==> src/rtl/aes_round_ctrl.sv <==
// aes_round_ctrl: AES round sequencer driving an external iterative round datapath.
// Ports: clk, rst (sync, active-high); key_ready, in_valid/in_ready accept a block, state_load loads it;
// round_en captures a round result, round_num selects round/key, sel_init/sel_final pick round 0 / last round;
// out_valid/out_ready hand off the ciphertext; busy is high outside IDLE.
// Optional AES_ROUND_CTRL_ABORT_EN adds input abort, which drops the block in flight and returns to IDLE.
module aes_round_ctrl #(
  parameter int ROUND_LAT  = 1,
  parameter int NUM_ROUNDS = 10
) (
  input  logic       clk,
  input  logic       rst,
  input  logic       key_ready,
  input  logic       in_valid,
  output logic       in_ready,
  output logic       state_load,
  output logic       round_en,
  output logic [3:0] round_num,
  output logic       sel_init,
  output logic       sel_final,
  output logic       out_valid,
  input  logic       out_ready,
`ifdef AES_ROUND_CTRL_ABORT_EN
  input  logic       abort,
`endif
  output logic       busy
);
  typedef enum logic [2:0] {IDLE, INIT, ROUND, FINAL, DONE} state_t;
  state_t state, next;
  logic [2:0] cnt;
  logic last, kill, timed;
  assign last  = cnt == 3'(ROUND_LAT - 1);
  assign timed = state == ROUND || state == FINAL;
`ifdef AES_ROUND_CTRL_ABORT_EN
  assign kill = abort && state != IDLE;
`else
  assign kill = 1'b0;
`endif
  always_ff @(posedge clk) begin
    if (rst) begin
      state     <= IDLE;
      round_num <= 4'd0;
      cnt       <= 3'd0;
    end else begin
      state     <= next;
      cnt       <= (timed && !kill && !last) ? cnt + 3'd1 : 3'd0;
      round_num <= state_load ? 4'd0 : state == INIT ? 4'd1 :
                   (round_en && state == ROUND) ? round_num + 4'd1 : round_num;
    end
  end
  always_comb begin
    next = state;
    case (state)
      IDLE:    next = state_load ? INIT : IDLE;
      INIT:    next = ROUND;
      ROUND:   next = (last && round_num == 4'(NUM_ROUNDS - 1)) ? FINAL : ROUND;
      FINAL:   next = last ? DONE : FINAL;
      DONE:    next = out_ready ? IDLE : DONE;
      default: next = IDLE;
    endcase
    if (kill) next = IDLE;
  end
  always_comb begin
    in_ready   = !rst && state == IDLE && key_ready;
    state_load = in_valid && in_ready;
    round_en   = !kill && (state == INIT || (timed && last));
    sel_init   = state == INIT;
    sel_final  = state == FINAL;
    out_valid  = state == DONE;
    busy       = state != IDLE;
  end
endmodule

==> config.mk <==
export PLATFORM = sky130hd
export DESIGN_NAME = aes_round_ctrl
export DESIGN_NICKNAME = d
export VERILOG_FILES = /design/src/rtl/aes_round_ctrl.sv
export SDC_FILE = /design/constraint.sdc
export NUM_CORES = 1
export LEC_CHECK = 0
export BUFFER_PORTS_ARGS = -buffer_cell sky130_fd_sc_hd__buf_2
export CAP_MARGIN = 15
export CORE_AREA = 2 2 48 50
export DETAILED_ROUTE_END_ITERATION = 10
export DIE_AREA = 0 0 50 52
export HOLD_SLACK_MARGIN = 0.06
export PLACE_DENSITY = 0.6
export SLEW_MARGIN = 15
export SYNTH_ARGS = -nofsm -noshare
export SYNTH_HDL_FRONTEND = slang
export SYNTH_SLANG_ARGS = --single-unit
export TNS_END_PERCENT = 30
==> constraint.sdc <==
create_clock -name clk -period 2.1 [get_ports clk]
set_clock_uncertainty 0.05 [all_clocks]
set_input_delay 0.21 -clock clk [delete_from_list [all_inputs] [get_ports clk]]
set_output_delay 0.21 -clock clk [all_outputs]
set_load 0.005 [all_outputs]
==> qor.csv <==
stage,metric,value,unit
cells_and_area,fin area,728.2,µm²
synth,share of the synthesized area in the top cell type,33.06,%
clock_network,"Reg clk slew, reported paths",70,ps
clock_network,post_cts resized,0,
global_route,initial antenna violation count,0,
route,Routed Antenna Nets,0,
placement,placed cell areas,691.9,µm²
worst_setup_path,Worst Path Max Fanout,12,
timing,Tcrit/Tclk final,87.12,%
cells_and_area,Non-Filler Instances,109,
floorplanning,die footprint,0.002600,mm²
floorplanning,Die X,50,µm
synth,#FFs+latches synth,10,
power,leak pwr,0.2963,nW
floorplanning,Initial Util,28.76,%
global_route,total grt overflow,0,
global_route,vias in the first global route,475,
placement,Inst Count DP,105,
power,"IR drop worst, VDD",0.3269,mV
clock_network,"Clk Latency, worst-skew pair",260,ps
power,Pwr Density,563.9,mW/mm²
floorplanning,I/O pin cnt,16,
placement,routability cong.,0.7394,
timing,RSZ-0062 raised after global routing,no,
clock_network,Post-CTS Repair Setup Buffers,0,
worst_setup_path,critical path type,flop to primary output,
run,Max-Cap Viols,0,
worst_setup_path,CP arrival,1570,ps
global_route,all-layer global routing usage,10.47,%
cells_and_area,Layout Nets,91,
worst_setup_path,CP required,1840,ps
synth,ranking of synthesized cells by area,"dfxtp_1 33%, ha_1 8.3%, a2111oi_4 4.5%, nor3b_1 3.7%, nor4_4 3.5%",
cells_and_area,layout cells sized above 1,28.40,%
cells_and_area,area grow syn2layout,20.25,%
clock_network,clock sinks,10,
route,DRT Pass-1 Iters,4,
placement,Buffers on Ports,15,
worst_setup_path,Setup crit start,state[0]$_SDFF_PP0_,
timing,Final Max Slew Viols,0,
worst_setup_path,RR Startpoint,cnt[0]$_SDFF_PP0_,
synth,"FFs w/ async S/R, synth",0,%
run_status,outcome,completed,
synth,top_reg_cell synth,dfxtp_1,
synth,number of synthesized flops with an enable pin,0,
synth,Yosys cell types,32,
placement,hpwl dp,966.2,µm
timing,FMAX,546.6,MHz
cells_and_area,number of diodes,0,
worst_setup_path,Setup crit start kind,flop,
cells_and_area,Fill cells,226,
synth,Avg Synthesized Cell Area,9.175,µm²
floorplanning,core area,0.002106,mm²
synth,"Seq/Total Area, Yosys",33.06,%
synth,Syn Nets,75,
synth,post-synth top area cell,dfxtp_1,
synth,Gate Count Post-Synth,66,
clock_network,CTS Hold Bufs,0,
synth,yosys warns,0,
clock_network,Clock H-tree levels,1,
worst_setup_path,crit path to,state_load,
route,routed via count,509,
timing,final hold vios,0,
clock_network,CTS tree,done,
timing,final setup violation count,0,
timing,Final min period,1829,ps
timing,worst hold slack,214.3,ps
synth,most numerous cell in the Yosys netlist,dfxtp_1,
clock_network,number of buffers created by CTS,3,
cells_and_area,final core occ,34.58,%
clock_network,CTS Root Cell,clkbuf_4,
route,DR DRC count,0,
route,WL final,1228,µm
route,Vias per Instance,4.670,
worst_setup_path,CP endpoint kind,primary output,
clock_network,Clock Path Buffers,2,
timing,Slew @ Worst Pin,426.8,ps
global_route,first-pass GRT wire length,2042,µm
worst_setup_path,R2R depth,5,
hold_path,Hold Path Class,primary input to flop,
timing,setup TNS,0,ps
timing,max_slew headroom,71.30,%
floorplanning,Die Ht,52,µm
worst_setup_path,Crit Reg-Reg Endpoint,round_num[0]$_SDFFE_PP0P_,
route,mean routed wirelength per cell,11.27,µm
global_route,largest net degree at the start of global routing,13,
floorplanning,num rows,17,
synth,synthesized area,605.6,µm²
route,DR iter-0 viols,9,
worst_setup_path,FF-to-FF setup slack,490,ps
-- area by class of cell --
type                    count  area (µm²)  area share (%)
multi-input cells          47       362.8           49.83
flip-flops and latches     10       200.2           27.49
repair buffers             15       75.07           10.31
clock buffers               4       36.28           4.983
well taps                  28       35.03           4.811
inverters                   5       18.77           2.577
-- flip-flops by register name, indices dropped and copies added, names as in the netlist --
signal	flops
cnt	3
state	3
round_num	4
-- worst min path at each step --
stage / cells after the start / startpoint / to / slack, ps
after global routing: 2 / rst / round_num[0]$_SDFFE_PP0P_ / 230
final: 3 / out_ready / state[2]$_SDFF_PP0_ / 210
after CTS: 3 / out_ready / state[2]$_SDFF_PP0_ / 200
after detailed placement: 1 / cnt[0]$_SDFF_PP0_ / cnt[0]$_SDFF_PP0_ / 400
after global placement: 1 / cnt[0]$_SDFF_PP0_ / cnt[0]$_SDFF_PP0_ / 390
after floorplan: 1 / cnt[0]$_SDFF_PP0_ / cnt[0]$_SDFF_PP0_ / 380
-- logic make-up after synthesis --
logic type / after synthesis / share of synthesized area [%]
mux: 1 / 1.653
flops: 10 / 33.06
compound gates: 12 / 15.91
fa+ha+maj: 4 / 8.265
buf+inv: 9 / 7.023
simple gates: 30 / 34.09
-- where the power goes --
group	internal [mW]	switching, mW
Clock	0.105	0.0666
Sequential	0.192	0.00533
Combinational	0.0200	0.0211
Total	0.318	0.0930
-- worst max-delay path, cell delays in order, from the launching register on --
cell,delay [ps]
dfxtp_1,420
or2_1,350
nor4_4,360
buf_2,180
-- placed cells by master (no fill, tap or decap), drive strengths merged --
cell type  netlist  layout
nor4             2       2
dfxtp           10      10
nor3             1       1
a2bb2oi          1       1
nand4b           1       1
o31ai            1       1
o31a             1       1
inv              5       5
a21oi            4       4
nor3b            3       3
a2111oi          1       1
ha               4       4
nand4bb          1       1
nand2            4       4
mux2i            1       1
clkbuf           2       4
nor4b            2       2
nor2             4       4
a211oi           1       1
or2              2       2
nand2b           2       2
and3b            1       1
or3              3       3
a31oi            1       1
nor4bb           1       1
buf              2      15
nor2b            3       3
o21ai            2       2
-- layer usage --
layer	track usage (%)	vias to the layer above	share of wire (%)
li1	-	267	-
met1	13.66	227	50
met2	16.45	15	44
met3	4.310	0	5.9
met4	1.389	0	0
met5	0	-	0
-- stage by stage --
stage	power, mW	setup WS, ps
2_1_floorplan	0.2296	698.3
3_3_place_gp	0.2434	533.4
3_5_place_dp	0.2434	495.1
4_1_cts	0.4199	255.0
5_1_grt	0.4324	155.4
6_report	0.4106	270.5
Note: power is estimated with default switching activity, not from simulation.
